**src/rtl/alu_out_arbiter_pkg.sv**
```systemverilog
// Shared definitions for the ALU output arbiter: state encoding, requester
// count, one-hot source codes and the round-robin pick helper.
package alu_out_arbiter_pkg;

  typedef enum logic {
    EMPTY = 1'b0,
    FULL  = 1'b1
  } arb_state_t;

  localparam int NUM_REQ = 4;

  localparam logic [3:0] SRC1 = 4'b0001;
  localparam logic [3:0] SRC2 = 4'b0010;
  localparam logic [3:0] SRC3 = 4'b0100;
  localparam logic [3:0] SRC4 = 4'b1000;

  // Requester 4 counts as the last winner out of reset, so requester 1 leads.
  localparam logic [3:0] LAST_RESET = SRC4;

  // One-hot round-robin pick: search starts just after the last winner and
  // wraps, so the last winner itself is considered last.
  function automatic logic [3:0] rr_pick(input logic [3:0] req, input logic [3:0] last);
    logic [3:0] gnt;
    logic       found;
    logic [1:0] idx;
    logic [1:0] cand;
    gnt   = '0;
    found = 1'b0;
    idx   = 2'd0;
    cand  = 2'd0;
    for (int i = 0; i < NUM_REQ; i++) begin
      if (last[i]) idx = 2'(i);
    end
    for (int i = 1; i <= NUM_REQ; i++) begin
      cand = idx + 2'(i);
      if (!found && req[cand]) begin
        gnt[cand] = 1'b1;
        found     = 1'b1;
      end
    end
    return gnt;
  endfunction

endpackage

```
**src/rtl/alu_out_arbiter_mux.sv**
```systemverilog
// MUX4x1: one-hot selected 4-input multiplexer; an all-zero select gives zero.
module MUX4x1 #(
  parameter int WIDTH = 8
) (
  input  logic             Sel1,
  input  logic             Sel2,
  input  logic             Sel3,
  input  logic             Sel4,
  input  logic [WIDTH-1:0] IN1,
  input  logic [WIDTH-1:0] IN2,
  input  logic [WIDTH-1:0] IN3,
  input  logic [WIDTH-1:0] IN4,
  output logic [WIDTH-1:0] OUT
);

  // AND-OR selection; at most one select is ever high.
  always_comb begin
    OUT = ({WIDTH{Sel1}} & IN1) |
          ({WIDTH{Sel2}} & IN2) |
          ({WIDTH{Sel3}} & IN3) |
          ({WIDTH{Sel4}} & IN4);
  end

endmodule

```
**src/rtl/alu_out_arbiter.sv**
```systemverilog
// Four-requester round-robin arbiter feeding a single registered output slot
// with a valid/ready handshake to the consumer.
module alu_out_arbiter
  import alu_out_arbiter_pkg::*;
#(
  parameter  int DATA_WIDTH = 8,
  localparam int NUM_REQ    = alu_out_arbiter_pkg::NUM_REQ
) (
  input  logic                  CLK,
  input  logic                  RST,
  input  logic                  REQ1,
  input  logic                  REQ2,
  input  logic                  REQ3,
  input  logic                  REQ4,
  input  logic [DATA_WIDTH-1:0] DATA1,
  input  logic [DATA_WIDTH-1:0] DATA2,
  input  logic [DATA_WIDTH-1:0] DATA3,
  input  logic [DATA_WIDTH-1:0] DATA4,
  input  logic [NUM_REQ-1:0]    REQ_MASK,
  output logic                  GNT1,
  output logic                  GNT2,
  output logic                  GNT3,
  output logic                  GNT4,
  output logic [DATA_WIDTH-1:0] OUT_DATA,
  output logic                  OUT_VALID,
  output logic [NUM_REQ-1:0]    OUT_SRC,
  input  logic                  OUT_READY
);

  arb_state_t              state_q;
  arb_state_t              state_d;
  logic [NUM_REQ-1:0]      last_q;
  logic [NUM_REQ-1:0]      src_q;
  logic [DATA_WIDTH-1:0]   data_q;
  logic [NUM_REQ-1:0]      active;
  logic [NUM_REQ-1:0]      gnt;
  logic                    slot_free;
  logic                    xfer;
  logic [DATA_WIDTH-1:0]   mux_out;

  assign active    = {REQ4, REQ3, REQ2, REQ1} & REQ_MASK;
  assign slot_free = (state_q == EMPTY) || ((state_q == FULL) && OUT_READY);
  assign xfer      = |gnt;

  // Grant only when the slot can take a word and reset is not asserted.
  always_comb begin
    gnt = '0;
    if (RST && slot_free) begin
      gnt = rr_pick(active, last_q);
    end
  end

  assign GNT1 = gnt[0];
  assign GNT2 = gnt[1];
  assign GNT3 = gnt[2];
  assign GNT4 = gnt[3];

  MUX4x1 #(
    .WIDTH(DATA_WIDTH)
  ) u_mux (
    .Sel1 (gnt[0]),
    .Sel2 (gnt[1]),
    .Sel3 (gnt[2]),
    .Sel4 (gnt[3]),
    .IN1  (DATA1),
    .IN2  (DATA2),
    .IN3  (DATA3),
    .IN4  (DATA4),
    .OUT  (mux_out)
  );

  // Slot occupancy: fill on any transfer, drain when taken without a refill.
  always_comb begin
    state_d = state_q;
    case (state_q)
      EMPTY:   if (xfer) state_d = FULL;
      FULL:    if (OUT_READY && !xfer) state_d = EMPTY;
      default: state_d = EMPTY;
    endcase
  end

  // State register with synchronous active-low reset.
  always_ff @(posedge CLK) begin
    if (!RST) begin
      state_q <= EMPTY;
    end else begin
      state_q <= state_d;
    end
  end

  // Output word, its source and the round-robin pointer move only on a transfer.
  always_ff @(posedge CLK) begin
    if (!RST) begin
      data_q <= '0;
      src_q  <= '0;
      last_q <= LAST_RESET;
    end else if (xfer) begin
      data_q <= mux_out;
      src_q  <= gnt;
      last_q <= gnt;
    end
  end

  assign OUT_DATA  = data_q;
  assign OUT_SRC   = src_q;
  assign OUT_VALID = (state_q == FULL);

endmodule

```
**config.mk**
```make
export PLATFORM = sky130hd
export DESIGN_NAME = alu_out_arbiter
export DESIGN_NICKNAME = d
export VERILOG_FILES = /design/src/rtl/alu_out_arbiter_pkg.sv /design/src/rtl/alu_out_arbiter_mux.sv /design/src/rtl/alu_out_arbiter.sv
export SDC_FILE = /design/constraint.sdc
export NUM_CORES = 1
export LEC_CHECK = 0
export BUFFER_PORTS_ARGS = -buffer_cell sky130_fd_sc_hd__buf_2
export CAP_MARGIN = 5
export CORE_ASPECT_RATIO = 0.6
export CORE_UTILIZATION = 49
export CTS_CLUSTER_DIAMETER = 120
export DETAILED_ROUTE_END_ITERATION = 10
export PLACE_DENSITY = 0.93
export SLEW_MARGIN = 25
export SYNTH_ARGS = -nofsm -noshare
export SYNTH_HDL_FRONTEND = slang
export SYNTH_HIERARCHICAL = 1
export SYNTH_SLANG_ARGS = --single-unit
```
**constraint.sdc**
```tcl
create_clock -name CLK -period 7.8 [get_ports CLK]
set_input_delay 0.78 -clock CLK [delete_from_list [all_inputs] [get_ports CLK]]
set_output_delay 0.78 -clock CLK [all_outputs]
set_load 0.05 [all_outputs]
```
; Word level (Yosys, flattened, before mapping)
; Index checks and enable logic that the tools add are counted.
[totals]
ff_bits = 17
output_inout_bits = 17
[op_classes]
n_bitwise = 12
add_sub_neg = 3
mux = 37
magnitude_cmp = 8
n_reduce_logical = 16
[op_table]
columns = cell, n
row1 = AND 8 bit, 4
row2 = two-way mux 4 bit, 8
row3 = bitwise OR 8 bit, 3
row4 = two-way mux 1 bit, 17
row5 = less-than comparator 2 x 3 -> 1 bit (second input constant), 4
row6 = bitwise OR 4 bit, 3
row7 = logical AND 1 bit, 10
row8 = binary-select mux 1 bit (select 2 bit), 4
row9 = demux 1 bit (select 2 bit), 4
row10 = greater-or-equal comparator 2 x 1 -> 1 bit (second input constant), 4
row11 = two-way mux 2 bit, 3
row12 = adder 2 bit (second input constant), 2
row13 = AND 4 bit, 1
row14 = zero test 1 bit, 4
row15 = OR reduction 4 bit, 1
row16 = adder 2 x 1 -> 2 bit (second input constant), 1
row17 = one-hot mux 1 bit (2 select lines), 1
row18 = logical OR 1 bit, 1
row19 = inverter 1 bit, 1

; Logic depth before layout (Yosys ltp)
[depth]
depth_word = 26
mapped_depth = 12

; By module
; Netlist, hierarchy kept.
[modules_own_cells]
columns = mod, cells_each, n_inst, area_per_inst_um2, seq_area_each_um2
row1 = alu_out_arbiter, 109, 1, 997.2, 280.3
row2 = MUX4x1, 28, 1, 225.2, 0.0

; Least setup slack after synthesis
; No wires, ideal clock.
[synth_path]
kind = reg2reg
startpoint = register last_q[2]
endpoint = register data_q[0] (netlist: OUT_DATA[0])
path_stages_with_launch = 10
path_slack_ns = 4.683
arrival_time_ns = 3.046
required_ns = 7.728
synth_period_minus_slack_ns = 3.117
setup_time_ns = 0.072
n_path_buf = 1
cell_sequence = dfxtp_1 > inv_1 > a21oi_2 > ha_1 > mux4_2 > a221o_1 > o21a_1 > nor4b_4 > buf_6 > mux2i_1
[synth_between]
elab_chain_cells = 24
[synth_lines]
columns = item, line_no
row1 = from (decl), alu_out_arbiter.sv:32  ; logic [NUM_REQ-1:0] last_q;
row2 = from (signal assigned), alu_out_arbiter.sv:100  ; last_q <= gnt;
row3 = two-way mux 2 bit * (2 in a row), alu_out_arbiter_pkg.sv:32  ; if (last[i]) idx = 2'(i);
row4 = two-way mux 2 bit *, alu_out_arbiter.sv:48  ; if (RST && slot_free) begin
row5 = "parallel branches: the longest is 15 deep, another holds less-than comparator 2 x 3 -> 1 bit", -
row6 = two-way mux 4 bit *, alu_out_arbiter_pkg.sv:36  ; if (!found && req[cand]) begin
row7 = two-way mux 4 bit *, alu_out_arbiter.sv:48
row8 = net GNT2, alu_out_arbiter.sv:21  ; output logic GNT2,
row9 = AND 8 bit, alu_out_arbiter_mux.sv:19  ; ({WIDTH{Sel2}} & IN2) |
row10 = bitwise OR 8 bit, alu_out_arbiter_mux.sv:18  ; OUT = ({WIDTH{Sel1}} & IN1) |
row11 = bitwise OR 8 bit, alu_out_arbiter_mux.sv:19
row12 = bitwise OR 8 bit, alu_out_arbiter_mux.sv:20  ; ({WIDTH{Sel3}} & IN3) |
row13 = to (signal assigned), alu_out_arbiter.sv:98  ; data_q <= mux_out;
row14 = to (decl), alu_out_arbiter.sv:34  ; logic [DATA_WIDTH-1:0] data_q;
; Mark *: on every way through the listed nets, which the timed path passes. The select of a mux whose other input is x is not followed.
; A chain may end at the register's enable or synchronous reset.

; Worst setup path in the final report
[layout_path]
startpoint = register last_q[2]
endpoint = output GNT3
[layout_between]
elab_chain_cells = 20
[layout_lines]
columns = item, line_no
row1 = two-way mux 2 bit * (2 in a row), alu_out_arbiter_pkg.sv:32
row2 = two-way mux 2 bit *, alu_out_arbiter.sv:48
row3 = "parallel branches: the longest is 15 deep, another holds less-than comparator 2 x 3 -> 1 bit", -
row4 = two-way mux 4 bit *, alu_out_arbiter_pkg.sv:36
row5 = two-way mux 4 bit *, alu_out_arbiter.sv:48
row6 = to (decl), alu_out_arbiter.sv:22  ; output logic GNT3,
; Mark *: on every way between the ends. The select of a mux whose other input is x is not followed.

==> results list <==
- The run finished with clean final reports.
- The floorplan has 13 rows.
- Final setup violation count: 0
* Post-route clock period utilization: 0.504
- The critical path is of the register to primary output type.
- For this run, global-route usage on met2 was measured as 0.464.
* Arr. time, crit path: 3.15 ns
- The worst pin sits at a relative slew slack of 0.341.
* Actual transition at the worst max-transition pin: 0.984 ns
* Post-detailed-route via-to-cell ratio: 5.94
* Post-CTS setup buffers: 0
* Global router's overall resource usage: 0.278
* Setup crit start kind: register
- Share of post-route cells with drive strength above 1: 0.426
- Clock-pin slew was measured on the worst setup and hold paths at 0.06 ns.
* Net Count, Synth: 188
- Maximum clock path buffer count: 2
- For this run, design rule violations remaining after detail routing come to 0.
- For this configuration, the core starts out at a cell density of 0.541.
- Die Y-Extent: 40.7 um
- met2 is the most crowded layer.
- Port-buffer cells: 59
* Die ar.: 0.00271 sq mm
- The hold violation count in the final report is 0.
- Number of inserted diodes: 0
* Mean cell area of the mapped netlist: 8.92 sq um
- Count of final max-slew check failures: 0
* Number of warnings printed during yosys synthesis: 6
- CTS built an H-tree with a depth of 1.
* Final Net Count: 242
- The via count of the first global-routing pass came to 1161.
- In this run the worst path has a maximum fanout of 11.
- Most numerous cell in the Yosys netlist: sky130_fd_sc_hd__nand2_1
- The cell count after synthesis came out at 137.
* Met1 GRT Util: 0.359
- Global-route wire length before repair: 5360 um
- Number of clock buffers inserted by TritonCTS: 3
* Flip-flop and latch count after synthesis: 14
- Area inside the core boundary: 0.00226 sq mm
- Static leakage: 0.802 nW
* Placed wire-length estimate after detailed placement: 2780 um
- TritonCTS built the clock tree.
- I/O pin count: 60
* Detailed Route Iter0 Violations: 109
- Entering global routing, the biggest net connects 17 pins.
* Final setup TNS: 0 ns
- Global routing finished with a remaining overflow of 0.
* Share of the synthesized area in the top cell type: 0.229
- Gates resized during post-CTS repair numbered 0.
* Shortest clock period the worst path allows after layout: 3.93 ns
- Antenna-violating nets left: 0
- Of all flip-flops after synthesis, the portion carrying an async set or reset was 0.
- The mapped netlist covers 0.00122 sq mm.
* Area added between synthesis and finish: 24.7%
* Hold WC Path Type: register to register
- Clock skew on the completed layout was measured at 0.00420 ns.
* Most frequent cells after synthesis: sky130_fd_sc_hd__nand2_1, sky130_fd_sc_hd__inv_1, sky130_fd_sc_hd__dfxtp_1
- Of the synthesized area, sequential elements account for 0.229.
- Wire length reported by the detailed router: 3720 um
* Total number of vias: 1306
- Based on the critical path, the design can be clocked at up to 0.255 GHz.
- For this run, global-route usage on met3 was measured as 0.0722.
* Areal power density over the cells: 400 mW/mm^2
- By area the synthesized netlist is led by sky130_fd_sc_hd__dfxtp_1, sky130_fd_sc_hd__ha_1, sky130_fd_sc_hd__mux2i_1.
* Die boundary width: 66.5 um
- Unrepaired setup endpoints after global routing: no
- Filler Cell Count: 185
* RePlAce Congestion: 0.872
- Library cell used as clock root buffer: sky130_fd_sc_hd__clkbuf_8
- The first detailed-routing pass took 4 iterations.
- Count of flip-flops with a built-in enable after synthesis: 0
- Routed length per placed instance: 16.9 um
* Data required, critical path: 7.02 ns
- STA classifies the critical path endpoint as a primary output.
- Hold timing on the final database bottoms out at a slack of 0.467 ns.
- Area leader, netlist: sky130_fd_sc_hd__dfxtp_1
* Count of different cell masters after synthesis: 31
* Peak supply drop: 0.248 mV
- The later pin in the worst-skew pair is clocked with a latency of 0.25 ns.
* Clock tree sinks: 14
- Top FF cell, synth: sky130_fd_sc_hd__dfxtp_1
* Initial antenna violation count: 0
* Number of hold buffers added after CTS: 0
- Max-Cap Viols: 0
==> sequential cells by signal (all words and copies together), names as in the netlist <==
| register | flops |
|---|---|
| OUT_DATA | 8 |
| OUT_VALID | 1 |
| OUT_SRC | 1 |
| last_q | 4 |
==> path summary, 6_finish.rpt <==
| path | start | endpoint | slack, ns | cells after the start |
|---|---|---|---|---|
| worst min-delay path | OUT_DATA[6] | OUT_DATA[6] | 0.47 | 2 |
| worst min register to register | OUT_DATA[6] | OUT_DATA[6] | 0.47 | 2 |
| worst max register to register | last_q[2] | OUT_DATA[3] | 4.01 | 8 |
| worst max-delay path | last_q[2] | GNT3 | 3.87 | 7 |
==> cell type report <==
type	count	area, sq um	share of cell area
multi-input cells	94	785	0.515
repair buffers	59	295	0.194
flip-flops and latches	14	280	0.184
inverters	19	71.3	0.0468
clock buffers	4	55.1	0.0361
well taps	30	37.5	0.0246
==> routing by layer <==
layer,part of all wire,routed length [um],up-vias
li1,-,-,593
met1,0.41,1540,616
met2,0.46,1730,83
met3,0.093,346,14
met4,0.028,104,0
met5,0,0,-
==> cells by family after synthesis <==
group | synth area share
AO/OA/AOI/OAI | 0.272
multiplexers | 0.129
flip-flops | 0.229
buffers and inverters | 0.129
AND/OR/NAND/NOR | 0.159
adder cells (fa/ha/maj) | 0.0819
==> through the flow <==
step,util,worst slack [ns],area [sq um],instances,total power [mW]
after floorplan,-,4.68,1220,137,0.471
after global placement,0.650,4.20,1470,216,0.510
after detailed placement,0.650,4.06,1470,216,0.528
after CTS,0.674,3.93,1520,220,0.602
after global routing,0.674,3.73,1520,220,0.641
final,0.674,3.87,1520,220,0.609
==> layout by cell type, fill, tap and decap left out, drive strengths merged <==
master,synthesis,final
a21boi,2,2
a21o,1,1
a21oi,6,6
a221o,4,4
a22oi,17,17
a31o,4,4
and2,1,1
and3,1,1
and4b,1,1
and4bb,1,1
buf,8,59
clkbuf,2,4
dfxtp,14,14
ha,8,8
inv,19,19
mux2i,9,9
mux4,3,3
nand2,23,23
nand2b,1,1
nand4,1,1
nor2,1,1
nor3b,4,4
nor4b,1,1
o21a,3,3
o21ai,1,1
o32ai,1,1
==> worst max-delay path: stages (launching register included) <==
cell and delay [ns]:
sky130_fd_sc_hd__dfxtp_1 0.37, sky130_fd_sc_hd__nor2_2 0.30, sky130_fd_sc_hd__inv_1 0.17, sky130_fd_sc_hd__ha_1 0.36, sky130_fd_sc_hd__mux4_2 0.61, sky130_fd_sc_hd__a21oi_1 0.19
sky130_fd_sc_hd__o21a_1 0.52, sky130_fd_sc_hd__buf_2 0.37
==> power breakdown <==
part           total, mW  leakage (nW)  internal (mW)  switching (mW)
clock             0.0714        0.0288         0.0447          0.0267
sequential         0.113         0.115         0.0953          0.0177
combinational      0.425         0.658          0.149           0.275
Note: power is estimated with default switching activity, not from simulation.
